[config.mk]
export PLATFORM = sky130hd
export DESIGN_NAME = ctrl_word_encoder
export DESIGN_NICKNAME = d
export VERILOG_FILES = /design/src/rtl/ctrl_word_encoder.sv
export SDC_FILE = /design/constraint.sdc
export NUM_CORES = 1
export LEC_CHECK = 0
export CAP_MARGIN = 5
export CORE_ASPECT_RATIO = 1.4
export CORE_MARGIN = 1.5
export CORE_UTILIZATION = 46
export CTS_BUF_LIST = sky130_fd_sc_hd__clkbuf_16
export CTS_CLUSTER_SIZE = 8
export DETAILED_ROUTE_END_ITERATION = 7
export PLACE_DENSITY_LB_ADDON = 0.12
export SLEW_MARGIN = 20
export SYNTH_ARGS = -nofsm -noshare
export SYNTH_HDL_FRONTEND = slang
export SYNTH_SLANG_ARGS = --single-unit
[constraint.sdc]
create_clock -name clk -period 2.5 [get_ports clk]
set_clock_uncertainty 0.15 [all_clocks]
set_input_delay 0.375 -clock clk [delete_from_list [all_inputs] [get_ports clk]]
set_output_delay 0.375 -clock clk [all_outputs]
set_load 0.02 [all_outputs]
[src/rtl/ctrl_word_encoder.sv]
// ctrl_word_encoder: maps 6-bit control words back to instruction codes into a small FIFO.
// Optional saturating illegal-word counter enabled by CTRL_ENC_ERRCNT_EN.
module ctrl_word_encoder #(
  parameter int DEPTH = 4,
  parameter int CNT_W = 8
) (
  input  logic                     clk,
  input  logic                     rst_n,
  input  logic                     in_valid,
  output logic                     in_ready,
  input  logic [5:0]               in_word,
  output logic                     out_valid,
  input  logic                     out_ready,
  output logic [5:0]               out_code,
  output logic                     err,
  output logic [CNT_W-1:0]         err_cnt,
  output logic [$clog2(DEPTH):0]   count
);
  localparam int PW = $clog2(DEPTH);
  localparam int CW = PW + 1;
  localparam logic [CW-1:0] FULL = CW'(DEPTH);
  logic [5:0] mem_q [DEPTH];
  logic [PW-1:0] wr_q, wr_d, rd_q, rd_d;
  logic [CW-1:0] count_q, count_d;
  logic [5:0] last_q, last_d, code;
  logic err_q, err_d, legal, acc, wr_en, drn;
  always_comb begin
    legal = 1'b1;
    code = '0;
    casez (in_word)
      6'b??0001: code = {4'b0000, in_word[5:4]};
      6'b??0011: code = {4'b0001, in_word[5:4]};
      6'b000100: code = 6'b001100;
      6'b001000: code = 6'b010001;
      6'b001010: code = 6'b011001;
      6'b001011: code = 6'b010101;
      6'b001111: code = 6'b011101;
      default:   legal = 1'b0;
    endcase
  end
  assign in_ready  = rst_n && (count_q != FULL);
  assign out_valid = count_q != '0;
  // once empty, the output shows the most recently drained entry
  assign out_code  = out_valid ? mem_q[rd_q] : last_q;
  assign err       = err_q;
  assign count     = count_q;
  always_comb begin
    acc     = in_valid && in_ready;
    wr_en   = acc && legal;
    drn     = out_valid && out_ready;
    wr_d    = wr_q + PW'(wr_en);
    rd_d    = rd_q + PW'(drn);
    count_d = count_q + CW'(wr_en) - CW'(drn);
    last_d  = drn ? mem_q[rd_q] : last_q;
    err_d   = acc && !legal;
  end
  always_ff @(posedge clk) begin
    if (!rst_n) begin
      wr_q    <= '0;
      rd_q    <= '0;
      count_q <= '0;
      last_q  <= '0;
      err_q   <= 1'b0;
    end else begin
      wr_q    <= wr_d;
      rd_q    <= rd_d;
      count_q <= count_d;
      last_q  <= last_d;
      err_q   <= err_d;
    end
  end
  always_ff @(posedge clk) begin
    if (wr_en) mem_q[wr_q] <= code;
  end
`ifdef CTRL_ENC_ERRCNT_EN
  logic [CNT_W-1:0] cnt_q, cnt_d;
  always_comb cnt_d = (err_d && !(&cnt_q)) ? cnt_q + 1'b1 : cnt_q;
  always_ff @(posedge clk) begin
    if (!rst_n) cnt_q <= '0;
    else cnt_q <= cnt_d;
  end
  assign err_cnt = cnt_q;
`else
  assign err_cnt = '0;
`endif
endmodule

Word-level counts from Yosys, hierarchy flattened --
Memories as Yosys holds them, arrays and structs flattened. A register that Yosys moved wholly into a read port is not among the register bits. Cells that the tools add are included.
Word-level totals: flip-flop bits (word level) 14, RAM bits 20, bits of input ports 10, output and inout port bits 20, logic and storage cells 32, memories 1
Memory list:
- mem_q | words 4, width 5, rd ports 1, clocked after memory_dff 1, write ports 1, line 22 | logic [5:0] mem_q [DEPTH];
Cells by class: add/sub/neg operators 4, equal/unequal tests 8, muxes and demuxes 6, reductions and logical operators 8
Operators with widths (number):
- $pmux 5 s7 | 1
- $eq 6x4->1 const B | 4
- $reduce_or 7->1 | 1
- $eq 6x3->1 const B | 1
- $mux 6 | 1
- $logic_and 1x1->1 | 5
- $add 2x1->2 | 2
- $eq 4x1->1 const B | 1
- $eq 4x2->1 const B | 1
- $add 3x1->3 | 1
- $mux 1 | 3
- $ne 3x3->1 const B | 1
- $reduce_bool 3->1 | 1
- $sub 3x1->3 | 1
- $mux 2 | 1
- $logic_not 1->1 | 1

Depth between registers and ports, before layout --
Gate-level depths: netlist of the first run.
depth after elaboration 6, depth in mapped cells 11, depth with buffers taken out 11

Worst setup path before layout of the first run --
OpenSTA, ideal clock, no wires.
path type input to register, start point input port in_word[1], end point register count_q[2], in the netlist count[2], library setup time 0.115 ns, arrival 2.396 ns, required time 2.235 ns, setup slack -0.161 ns, stages 11, path buffers 0, cells stage by stage or3b_4 -> a21o_4 -> a21o_1 -> ha_1 -> inv_1 -> ha_1 -> inv_1 -> fa_1 -> xnor2_1 -> xnor2_1 -> and2_1
Between the ends: longest elaborated chain between the ends 6, elaborated cells between the ends (all ways) 12, those cells by class 2 x add/sub; 7 x eq/ne; 1 x mux; 2 x reduce/logical
Ends and longest elaborated chain:
- from (decl) | line 11 | input logic [5:0] in_word,
- $eq 6x4->1 (tied with other cells) | line 30 | casez (in_word)
- $reduce_or 7->1 (no source line) (*)
- $mux 1 (*) | line 30
- $logic_and 1x1->1 (*) | line 49 | wr_en = acc && legal;
- $add 3x1->3 (*) | line 53 | count_d = count_q + CW'(wr_en) - CW'(drn);
- $sub 3x1->3 (*) | line 53
- to (signal assigned) | line 67 | count_q <= count_d;
- to (decl) | line 24 | logic [CW-1:0] count_q, count_d;
Mark *: on every way between the ends. The rest lies on a longest branch, timed or not. A chain may end at the register's enable or synchronous reset.

Worst setup path after layout of the first run --
Ends and elaborated chain as after synthesis.

==> flow_summary.toml, run 1 <==
[power_and_ir_drop]
intPower_mw = 1.52
leakagePower_nw = 0.863
clkPwrFrac_pct = 31.0
power.switching_uw = 626
p_seq_share_pct = 31.1
power.density_nw_per_um2 = 996
swShare_pct = 29.1
worst_ir_drop_vdd_mv = 0.793
comb_power_share_pct = 37.9

[worst_setup_path]
critical_path_class = "input port to flop"
cp_data_required_time_ns = 2.52
end_kind = "flop"
worstPathArrival_ns = 2.53
critPathMaxFanout = 5
cp-start-kind = "input port"

[detailed_routing]
drc = 0
met2WireLength_um = 1700
drt-total-wl_um = 3070
num_vias = 1091
firstDrtPassIters = 4
dr.first_iter.drc_count = 20
ant_nets = 0
routedWlPerCell_um = 14.4
viasPerCell = 5.12
wirelength_met1_um = 1200
topRoutingLayerUsed = "met4"
route.met3.wl_um = 95

[timing]
fin_ws_ns = -0.0121
hold_viol_final = 0
worst_slew_margin_rel_pct = 65.0
fin_crit_ns = 2.51
finalMaxSlewViolations = 0
rsz0062_at_grt = "true"
fin_crit_sh_pct = 100
finalSetupViolCount = 1
fmax_mhz = 398
tightest_slew_ns = 0.524

[clock_network]
ctsHoldBuffers = 0
clk_path_buf_depth = 2
numCtsBuffers = 5
htreeDepth = 2
worstSkewPairLatency_ns = 0.27
cts_sinks = 33
cts-root-buf = "clkbuf_16"
tritoncts = "done"
clk_pin_slew_ns = 0.05

[job]
cap_violations = 0

[layout]
nets = 187
fin_area_um2 = 2160
syn_to_final_growth_pct = 34.6
insertedDiodeCount = 0
layout-drive-gt1-share_pct = 33.5

[logic_synthesis]
synth_most_common_cell = "edfxtp_1"
yosys-top-cells-count = "edfxtp_1, dfxtp_1, buf_4, and2_1"
synth.distinct_cells = 39
synth-main-ff-cell = "edfxtp_1"
synthArstFlopShare_pct = 0
yosys.area.top_type_share_pct = 37.5
synth-seq-cells = 33
avgSynthCellArea_um2 = 12.7
synth_seq_area_share_pct = 53.8
synth_cells = 126
yosys-top-cells-area = "edfxtp_1, dfxtp_1, mux4_2"
ys.warnings.count = 0
synth_area_um2 = 1600
synth_area_leader_cell = "edfxtp_1"
synth_edf_count = 20

[die]
dieHeight_um = 72.8
die_area_um2 = 3850
placementRows = 25
initial_core_util_pct = 47.9
io-pin-count = 30
die_w_um = 52.9
core_area_um2 = 3350

[hold_path]
hold_path_class = "flop to flop"

[global_routing]
grt_start_max_net_pins = 19
grt_pass1_vias = 1090
grt_antenna_before_repair = 0
grt_remaining_overflow = 0
grt_pass1_wl_um = 5100
grt_usage_pct = 18.9

[placed_design]
portBuffers = 20
place_area_um2 = 1990
hpwl_um = 2370
place_congestion = 0.739
preCtsSetupSlack_ns = -0.654

[run_status]
status = "finished with violations"
violations = "setup timing"
-- cells in the final DEF (no fill, tap or decap), drive strengths merged, types with 2 or more instances in the layout --
cell type,netlist,final
mux2,5,5
dlygate4sd2,0,5
a21oi,3,3
nand2,6,6
o21ai,6,6
inv,6,7
nand3,6,6
mux4,5,5
a21o,2,2
and2,7,7
conb,1,9
edfxtp,20,20
dfxtp,13,13
a2111oi,5,5
clkdlybuf4s50,0,9
nor2,2,2
clkbuf,5,9
or3b,2,2
xor2,2,2
buf,9,27
ha,4,4
xnor2,2,2
-- sequential cells by signal, summed over array words and instances, names as in the netlist --
| signal | cells |
|---|---|
| mem_q | 20 |
| last_q | 5 |
| count | 3 |
| rd_q | 2 |
| wr_q | 2 |
| err | 1 |
-- worst max-delay path, stage by stage --
cell and delay [ns]:
buf_8 0.10, or3b_4 0.40, a21o_4 0.22, a21o_1 0.15
ha_1 0.28, inv_1 0.06, ha_2 0.16, inv_2 0.03
fa_2 0.35, xnor2_2 0.15, xnor2_1 0.12, and2_1 0.13
-- final timing paths --
path,start,to,slack [ns],cells after the start
max,in_word[1],count[2],-0.01,12
min,last_q[4],last_q[4],0.31,2
max reg2reg,count[1],count[2],0.08,11
min reg2reg,last_q[4],last_q[4],0.31,2
-- final cells by class --
type                       count  area (um2)
multi-input combinational     81         686
sequential                    33         861
clock inverter                 3        37.5
fill                         277        1190
inverter                       6        22.5
timing repair buffer          45         374
tap                           40        50.0
clock buffer                   5         125
-- layer usage --
layer | vias to the layer above | track usage, %
met4 | 0 | 10.3
met2 | 23 | 32.5
met1 | 523 | 21.3
li1 | 539 | -
met3 | 6 | 4.30
met5 | - | 0
-- power groups by stage --
stage	logic [mW]	clock network (mW)	registers (mW)
2_1_floorplan	0.460	0	0.706
3_3_place_gp	0.820	0	0.674
3_5_place_dp	0.842	0	0.679
4_1_cts	0.823	0.682	0.668
5_1_grt	0.885	0.705	0.673
6_report	0.814	0.666	0.667
-- cells by family after synthesis --
kind of cell / count (synthesis) / share of synthesized area (%)
DFF: 33 / 53.8
and+or+nand+nor: 33 / 12.2
AOI/OAI and AO/OA: 20 / 9.92
buffers and inverters: 20 / 6.80
muxes: 10 / 10.5
adders and majority gates: 5 / 4.38
xor gates and xnor gates: 4 / 2.19
other: 1 / 0.234
-- what timing repair did --
item,in CTS,in global routing
resized for setup,23,10
buffers inserted,1,0
setup endpoints to repair,7,2
pin swaps,10,9
-- per-stage QoR --
step | hold WS, ns | setup TNS [ns] | util, % | power [mW] | cells
2_1_floorplan | 0.282 | -0.133 | - | 1.17 | 134
3_3_place_gp | 0.292 | -4.15 | 59.5 | 1.49 | 204
3_5_place_dp | 0.309 | -3.98 | 59.5 | 1.52 | 204
4_1_cts | 0.316 | -0.122 | 64.9 | 2.17 | 213
5_1_grt | 0.328 | -0.0793 | 64.4 | 2.26 | 213
6_report | 0.312 | -0.0121 | 64.4 | 2.15 | 213
No activity file was read; power rests on OpenSTA's default activity.
==> run 2, diff against run 1 <==
--- a/config.mk
+++ b/config.mk
@@ -8,7 +8,7 @@
 export CAP_MARGIN = 5
 export CORE_ASPECT_RATIO = 1.4
 export CORE_MARGIN = 1.5
-export CORE_UTILIZATION = 46
+export CORE_UTILIZATION = 51
 export CTS_BUF_LIST = sky130_fd_sc_hd__clkbuf_16
 export CTS_CLUSTER_SIZE = 8
 export DETAILED_ROUTE_END_ITERATION = 7
==> constraint.sdc (replaced) <==
create_clock -name clk -period 2.8 [get_ports clk]
set_clock_uncertainty 0.15 [all_clocks]
set_input_delay 0.42 -clock clk [delete_from_list [all_inputs] [get_ports clk]]
set_output_delay 0.42 -clock clk [all_outputs]
set_load 0.02 [all_outputs]
==> flow_summary.toml, run 2 (synthesis results as in run 1) <==
[placed_design]
portBuffers = 20
hpwl_um = 2230
dp.cells = 196
place_area_um2 = 1930
place_congestion = 0.804

[timing]
rsz0062_at_grt = "false"
fin_crit_sh_pct = 96.0
finalMaxSlewViolations = 0
worst_slew_margin_rel_pct = 64.6
finalSetupViolCount = 0
fin_crit_ns = 2.69
fmax_mhz = 372
tightest_slew_ns = 0.530
hold_viol_final = 0

[worst_setup_path]
reg2reg_to = "count[2]"
critPathMaxFanout = 3
cp-start-kind = "input port"
rrSetupSlack_ns = 0.27
cp_data_required_time_ns = 2.82
critical_path_class = "input port to flop"
worstReg2RegStart = "count[1]"
worst-r2r-cell-count = 11
end_kind = "flop"
worstPathArrival_ns = 2.71

[detailed_routing]
num_vias = 1079
ant_nets = 0
viasPerCell = 5.21
firstDrtPassIters = 4
routedWlPerCell_um = 14.5
drc = 0
dr.first_iter.drc_count = 17
drt-total-wl_um = 3010

[global_routing]
grt_antenna_before_repair = 0
grt_remaining_overflow = 0
grt_pass1_wl_um = 5050
grt_usage_pct = 19.5
grt_start_max_net_pins = 19
grt_pass1_vias = 1115

[clock_network]
cts-root-buf = "clkbuf_16"
htreeDepth = 2
clk_pin_slew_ns = 0.05
ctsHoldBuffers = 0
worstSkewPairLatency_ns = 0.27
clk_path_buf_depth = 2
numCtsBuffers = 5
cts_sinks = 33
tritoncts = "done"

[die]
dieHeight_um = 69.3
placementRows = 23
die_w_um = 50.4
die_area_um2 = 3490
io-pin-count = 30
initial_core_util_pct = 54.6
core_area_um2 = 2940

[job]
cap_violations = 0

[power_and_ir_drop]
power.density_nw_per_um2 = 858
worst_ir_drop_vdd_mv = 0.555
leakagePower_nw = 0.834

[layout]
instances_no_fill = 207
nets = 184
largest_reg_flops = 20
layout-drive-gt1-share_pct = 28.2
n_fill_cell = 212
final_cell_mix = "buf_4, edfxtp_1, clkdlybuf4s50_1, dfxtp_1, conb_1"
register_area_um2 = 862
fin_area_um2 = 2110
syn_to_final_growth_pct = 31.6
layout_commonest_cell = "buf_4"
multiInputGateArea_um2 = 677
fin_util_pct = 71.8
max_flop_register = "mem_q"
insertedDiodeCount = 0

[hold_path]
min_to = "last_q[3]"
hold_path_class = "flop to flop"
min_from = "last_q[3]"
worstHoldPathCells = 2

[run_status]
status = "complete, no violations"
==> run 2: area by class of cell <==
class,instances,share of cell area (%)
clock buffer,5,5.93
clock inverter,3,0.653
inverter,6,1.07
multi-input combinational,81,32.1
sequential,33,40.9
tap,37,2.20
timing repair buffer,42,17.2
==> run 2: per-layer routing <==
metal | share of wire [%] | vias to the layer above | GRT usage, %
met2 | 57 | 27 | 35.5
met3 | 2.9 | 5 | 4.53
li1 | - | 532 | -
met1 | 38 | 515 | 20.4
met5 | 0 | - | 0
met4 | 2.1 | 0 | 9.01
==> run 2: timing repair <==
item | 4_1_cts | 5_1_grt
endpoints found under the setup margin | 5 | 1
buffers inserted | 3 | 0
pin swaps | 6 | 2
resized for setup | 9 | 1
==> run 2: worst max-delay path by stage <==
stage / start / to / slack (ns) / cells after the start
global route: in_word[3] / count[2] / 0.02 / 12
floorplan: in_word[1] / count[2] / 0.09 / 11
finish: in_word[5] / count[2] / 0.11 / 12
CTS: in_word[0] / count[2] / 0.001 / 12
detailed placement: in_word[2] / count[2] / -0.41 / 12
global placement: in_word[2] / count[2] / -0.36 / 12
==> run 2: critical path, stage by stage <==
cell and delay, ns:
dlygate4sd2_1 0.26, or3_4 0.41, a21o_4 0.19, a21o_1 0.15, ha_1 0.26, inv_1 0.05, ha_1 0.13, inv_1 0.05
fa_2 0.35, xnor2_2 0.14, xnor2_1 0.13, and2_1 0.15
==> run 2: report_power, final <==
group	switching, mW	internal [mW]
logic	0.303	0.368
clock network	0.184	0.322
registers	0.0650	0.568
==> run 2: stage by stage <==
stage	total power, mW	setup WS [ns]	hold slack (ns)	setup TNS (ns)
2_1_floorplan	1.04	0.0940	0.282	0
3_3_place_gp	1.27	-0.364	0.290	-0.463
3_5_place_dp	1.30	-0.414	0.302	-0.558
4_1_cts	1.83	0.000993	0.311	0
5_1_grt	1.90	0.0201	0.337	0
6_report	1.81	0.113	0.303	0
